--- config.mk ---
export PLATFORM = sky130hd
export DESIGN_NAME = rptr_empty_lvl_flat
export DESIGN_NICKNAME = d
export VERILOG_FILES = /design/src/rtl/async_fifo_pkg.sv /design/src/rtl/rptr_empty_lvl_if.sv /design/src/rtl/rptr_empty_lvl_gray2bin_conv.sv /design/src/rtl/rptr_empty_lvl.sv /design/src/flat_wrapper.sv
export SDC_FILE = /design/constraint.sdc
export NUM_CORES = 1
export LEC_CHECK = 0
export BUFFER_PORTS_ARGS = -buffer_cell sky130_fd_sc_hd__clkbuf_2
export CORE_MARGIN = 1
export CORE_UTILIZATION = 39
export DETAILED_ROUTE_END_ITERATION = 8
export SYNTH_ARGS = -nofsm -noshare
export SYNTH_HDL_FRONTEND = slang
export SYNTH_HIERARCHICAL = 1
export SYNTH_SLANG_ARGS = --single-unit
--- constraint.sdc ---
create_clock -name rclk -period 2.6 [get_ports rclk]
set_clock_uncertainty 0.05 [all_clocks]
set_input_delay 0.65 -clock rclk [delete_from_list [all_inputs] [get_ports rclk]]
set_output_delay 0.65 -clock rclk [all_outputs]
set_load 0.1 [all_outputs]
--- src/rtl/async_fifo_pkg.sv ---
// Shared Gray/binary helpers and default sizing for the async FIFO pointer blocks.
// Helpers work on a wide zero-extended vector so any pointer width up to PTR_MAX fits.
package async_fifo_pkg;

    localparam int ADDRSIZE_DEF = 4;
    localparam int PTR_MAX      = 32;

    typedef logic [PTR_MAX-1:0] ptr_max_t;

    function automatic ptr_max_t bin2gray(input ptr_max_t b);
        return (b >> 1) ^ b;
    endfunction

    // Zero upper bits leave the MSB-down XOR prefix of the real pointer unchanged.
    function automatic ptr_max_t gray2bin(input ptr_max_t g);
        ptr_max_t b;
        b = '0;
        b[PTR_MAX-1] = g[PTR_MAX-1];
        for (int i = PTR_MAX - 2; i >= 0; i--) begin
            b[i] = b[i+1] ^ g[i];
        end
        return b;
    endfunction

endpackage

--- src/rtl/rptr_empty_lvl_if.sv ---
// Read-side bus of the async FIFO pointer block; raempty present only with RPTR_EMPTY_AE_EN.
// Handshake: rinc is a pop request, accepted on a rising rclk edge only when rempty is 0 there.
interface rptr_empty_lvl_if #(
    parameter int ADDRSIZE = async_fifo_pkg::ADDRSIZE_DEF
);
    logic                rinc;
    logic [ADDRSIZE:0]   rq2_wptr;
    logic                rclr_err;
    logic [ADDRSIZE-1:0] raddr;
    logic [ADDRSIZE:0]   rptr;
    logic                rempty;
    logic [ADDRSIZE:0]   rlevel;
    logic                runderflow;
`ifdef RPTR_EMPTY_AE_EN
    logic                raempty;

    modport master (
        output rinc, rq2_wptr, rclr_err,
        input  raddr, rptr, rempty, rlevel, runderflow, raempty
    );
    modport slave (
        input  rinc, rq2_wptr, rclr_err,
        output raddr, rptr, rempty, rlevel, runderflow, raempty
    );
`else
    modport master (
        output rinc, rq2_wptr, rclr_err,
        input  raddr, rptr, rempty, rlevel, runderflow
    );
    modport slave (
        input  rinc, rq2_wptr, rclr_err,
        output raddr, rptr, rempty, rlevel, runderflow
    );
`endif
endinterface

--- src/rtl/rptr_empty_lvl_gray2bin_conv.sv ---
// Combinational Gray-to-binary converter of width W.
module gray2bin_conv
    import async_fifo_pkg::*;
#(
    parameter int W = ADDRSIZE_DEF + 1
) (
    input  logic [W-1:0] gray_i,
    output logic [W-1:0] bin_o
);

    assign bin_o = W'(gray2bin(ptr_max_t'(gray_i)));

endmodule

--- src/rtl/rptr_empty_lvl.sv ---
// Read-domain pointer, registered empty flag, occupancy level and sticky underflow.
// Optional almost-empty output enabled by RPTR_EMPTY_AE_EN.
module rptr_empty_lvl
    import async_fifo_pkg::*;
#(
    parameter int ADDRSIZE  = ADDRSIZE_DEF,
    parameter int AE_THRESH = 2
) (
    input  logic             rclk,
    input  logic             rrst_n,
    rptr_empty_lvl_if.slave  bus
);

    localparam int PW = ADDRSIZE + 1;

    // A threshold above the depth would make almost-empty permanently true.
    if (AE_THRESH > (1 << ADDRSIZE)) begin : g_thresh_exceeds_depth
    end

    logic [PW-1:0] rbin_q, rbin_d;
    logic [PW-1:0] rptr_q, rgray_d;
    logic [PW-1:0] rlevel_q, level_d;
    logic [PW-1:0] wbin_s;
    logic          rempty_q, rempty_d;
    logic          runder_q, runder_d;
    logic          pop_ok;

    gray2bin_conv #(.W(PW)) u_wptr_g2b (
        .gray_i (bus.rq2_wptr),
        .bin_o  (wbin_s)
    );

    always_comb begin
        pop_ok   = bus.rinc & ~rempty_q;
        rbin_d   = rbin_q + PW'(pop_ok);
        rgray_d  = PW'(bin2gray(ptr_max_t'(rbin_d)));
        // Compare against the post-pop pointer so the last pop flags empty on the same edge.
        rempty_d = (rgray_d == bus.rq2_wptr);
        level_d  = wbin_s - rbin_d;
        runder_d = (bus.rinc & rempty_q) | (runder_q & ~bus.rclr_err);
    end

    always_ff @(posedge rclk or negedge rrst_n) begin
        if (!rrst_n) begin
            rbin_q   <= '0;
            rptr_q   <= '0;
            rempty_q <= 1'b1;
            rlevel_q <= '0;
            runder_q <= 1'b0;
        end else begin
            rbin_q   <= rbin_d;
            rptr_q   <= rgray_d;
            rempty_q <= rempty_d;
            rlevel_q <= level_d;
            runder_q <= runder_d;
        end
    end

    assign bus.raddr      = rbin_q[ADDRSIZE-1:0];
    assign bus.rptr       = rptr_q;
    assign bus.rempty     = rempty_q;
    assign bus.rlevel     = rlevel_q;
    assign bus.runderflow = runder_q;

`ifdef RPTR_EMPTY_AE_EN
    logic raempty_q, raempty_d;

    assign raempty_d = (level_d <= PW'(AE_THRESH));

    always_ff @(posedge rclk or negedge rrst_n) begin
        if (!rrst_n) raempty_q <= 1'b1;
        else         raempty_q <= raempty_d;
    end

    assign bus.raempty = raempty_q;
`endif

endmodule

--- src/flat_wrapper.sv ---
// flat-port wrapper written by rule: the top's interface ports become plain ports
module rptr_empty_lvl_flat import async_fifo_pkg::*;
#(
    parameter int ADDRSIZE  = ADDRSIZE_DEF,
    parameter int AE_THRESH = 2
)
  (rclk, rrst_n, bus_rinc, bus_rq2_wptr, bus_rclr_err, bus_raddr, bus_rptr, bus_rempty, bus_rlevel, bus_runderflow);
  rptr_empty_lvl_if #(.ADDRSIZE(ADDRSIZE)) bus_i ();
  input  logic rclk;
  input  logic rrst_n;
  input wire logic [$bits(bus_i.rinc)-1:0] bus_rinc;
  input wire logic [$bits(bus_i.rq2_wptr)-1:0] bus_rq2_wptr;
  input wire logic [$bits(bus_i.rclr_err)-1:0] bus_rclr_err;
  output wire logic [$bits(bus_i.raddr)-1:0] bus_raddr;
  output wire logic [$bits(bus_i.rptr)-1:0] bus_rptr;
  output wire logic [$bits(bus_i.rempty)-1:0] bus_rempty;
  output wire logic [$bits(bus_i.rlevel)-1:0] bus_rlevel;
  output wire logic [$bits(bus_i.runderflow)-1:0] bus_runderflow;
  assign bus_i.rinc = bus_rinc;
  assign bus_i.rq2_wptr = bus_rq2_wptr;
  assign bus_i.rclr_err = bus_rclr_err;
  assign bus_raddr = bus_i.raddr;
  assign bus_rptr = bus_i.rptr;
  assign bus_rempty = bus_i.rempty;
  assign bus_rlevel = bus_i.rlevel;
  assign bus_runderflow = bus_i.runderflow;
  rptr_empty_lvl #(.ADDRSIZE(ADDRSIZE), .AE_THRESH(AE_THRESH)) u_core (.rclk(rclk), .rrst_n(rrst_n), .bus(bus_i));
endmodule
==> flow_summary.toml <==
[grt]
grt_overflow = 0
grt_max_degree = 17
grt_usage = 0.1447
grt_pass1_vias = 613
grt_first_pass_wirelength_um = 2649
antenna_found_initial = 0

[layout]
area_growth_pct = 27.32
final_area_mm2 = 0.001149
n_antenna_cell = 0
final_layout_size_suffix_gt1_frac = 0.3853
num-nets-final = 125
n_fill_cell = 186

[clock_tree]
cts_sinks = 16
cts_root_buf = "clkbuf_4"
cts.repair_timing.setup_buffer_count = 0
numCtsBuffers = 3
cts.clk_slew.worst_paths_ns = 0.09
clk_latency_ns = 0.28
ctsHoldBuffers = 0
cts.htree.levels = 1
clk_path_buf_depth = 2
cts_resized = 0
cts_tree = "built"

[routing]
drt-wirelength-per-cell_um = 11.12
drt-initial-drc-count = 7
vias_per_cell = 4.438
route.met3.wl_um = 79
wl_met1_um = 763
dr_wl_met2_um = 670
drc_errors = 0
vias = 608
routed_wl_um = 1523
routed.top_layer = "met4"
dr.pass1.iters = 3
ant_nets = 0

[placement]
hpwlAfterDp_um = 1204
placed_cell_area_mm2 = 0.001122
place.gp.congestion = 0.7654
port-buffer-count = 24

[synth]
synth_fp_nets = 90
syn_inst = 75
ys_warn_count = 6
post_synth.cell_area_avg_um2 = 12.03
ys_seq_area_frac = 0.4452
synth_seq_cells = 16
synth_cell_types = 25
netlist_area_um2 = 902.1

[sta]
post-route-period-util = 0.8917
setup-tns-final_ns = 0
rsz0062_at_grt = "false"
clock.fmax_mhz = 431.3
finalHoldWorstSlack_ns = 0.2314
worstMarginPinSlew_ns = 0.5388
finalSetupViolations = 0
slew_headroom = 0.6423
fin_crit_ns = 2.318
hold_violations = 0
slew_viol_final = 0

[die]
die_x_um = 50.10
start_util = 0.4118
die_h_um = 50.10
io_pins = 25
num_rows = 17
fp.coreArea_mm2 = 0.002191
dieArea_mm2 = 0.002510

[critical_path]
cp_top_family = "adder cells"
cp_common_cell = "inv_1"
path_max_fanout = 3
regToRegSetupSlack_ns = 0.30
path_buf_inv = 3
cp.arrival_ns = 2.44
end_kind = "register"
crit_chain = "clkbuf_2 > xor2_2 > xnor3_1 > inv_1 > ha_1 > fa_1 > inv_1 > a21o_1 > maj3_2 > xnor2_1"
critPathRequiredTime_ns = 2.72
cp-startpoint = "bus_rq2_wptr[4]"
startpoint_type = "primary input"
critPathMaxStageDelay_ns = 0.34
slowest_stage = "xnor3_1"
r2r-start = "u_core/bus.rempty$_DFF_PN1_"
crit_type = "primary input to register"

[run_status]
status = "finished, final reports clean"

[flow_run]
drv_cap = 0

[min_path]
hold_path.class = "primary input to async pin"
## per-layer routing
layer | vias up | global-route usage
li1 | 303 | -
met5 | - | 0
met3 | 2 | 0.02778
met1 | 287 | 0.2019
met4 | 0 | 0.07143
met2 | 16 | 0.2111
## through the flow
step           cells  utilization  setup WS (ns)
2_1_floorplan     75            -        0.04448
3_3_place_gp     133       0.5123        0.06116
3_5_place_dp     133       0.5123       0.009413
4_1_cts          137       0.5243         0.2968
5_1_grt          137       0.5243         0.2035
6_report         137       0.5243         0.2817
## final timing paths
path | end | depth (start not counted)
setup / recovery | u_core/bus.rlevel[4]$_DFF_PN0_ | 10
hold / removal | u_core/bus.runderflow$_DFF_PN0_ | 1
setup reg to reg | u_core/bus.rlevel[4]$_DFF_PN0_ | 8
hold reg to reg | u_core/bus.rptr[3]$_DFF_PN0_ | 1
max in group asynchronous | u_core/bus.rempty$_DFF_PN1_ | 1
min in group rclk | u_core/bus.rptr[3]$_DFF_PN0_ | 1
## cell usage in the layout, fill, tap and decap left out, types with 2 or more instances in the layout
cell      instances
xnor3_1           2
ha_1              3
a21o_1            2
xnor2_1          11
xor2_1            9
dfrtp_1          14
clkbuf_2         24
inv_1            11
clkbuf_4          3
nand2_1           3
buf_4             7
## worst register-to-register path, delay by kind of cell (launching register included)
family / cells / cell delay (ns)
adder cells (fa/ha/maj): 4 / 1.04
flip-flops: 1 / 0.63
XOR/XNOR: 2 / 0.26
AO/OA/AOI/OAI: 1 / 0.17
AND/OR/NAND/NOR: 1 / 0.05
## sequential cells by signal, summed over array words and instances (netlist names)
name	cells
u_core/bus.rlevel	5
u_core/bus.runderflow	1
u_core/bus.rptr	4
u_core/bus.rempty	1
u_core/rbin_q	5
## kinds of logic (layout without fill, tap and decap cells)
family                     count (synthesis)  count (layout)  synth area share
xor gates and xnor gates                  24              24            0.2802
DFF                                       16              16            0.4452
buffers and inverters                     12              46           0.05410
AOI/OAI and AO/OA                          7               7           0.06101
and+or+nand+nor                            9               9           0.05548
adders and majority gates                  7               7            0.1040
## Yosys cell counts
cell type,count,area share
a21o_1,2,0.017
nand4_1,1,0.0069
ha_1,5,0.069
nor2b_1,1,0.0069
inv_1,11,0.046
xnor2_2,1,0.018
nor3_1,1,0.0055
dfstp_2,1,0.029
dfrtp_1,15,0.42
nand2_1,3,0.012
xor2_2,1,0.018
a2bb2oi_1,1,0.0097
xnor2_1,11,0.11
maj3_2,1,0.012
nand3_1,1,0.0055
nand3_2,1,0.011
o2111a_1,1,0.012
o21ai_0,1,0.0055
fa_1,1,0.022
a21oi_1,1,0.0055
xor2_1,9,0.087
a21bo_1,1,0.011
buf_4,1,0.0083
and3_1,1,0.0069
xnor3_1,2,0.050
## final cells by class
cell class | instances | area [µm²] | area share
sequential | 16 | 406.6 | 0.3540
inverter | 11 | 41.29 | 0.03595
timing repair buffer | 31 | 172.7 | 0.1503
multi-input combinational | 47 | 466.7 | 0.4063
tap | 28 | 35.03 | 0.03050
clock buffer | 4 | 26.28 | 0.02288
Power is left out: the tool's default activity adds up to more than one toggle a clock period on the data nets, which glitch-free logic cannot reach.
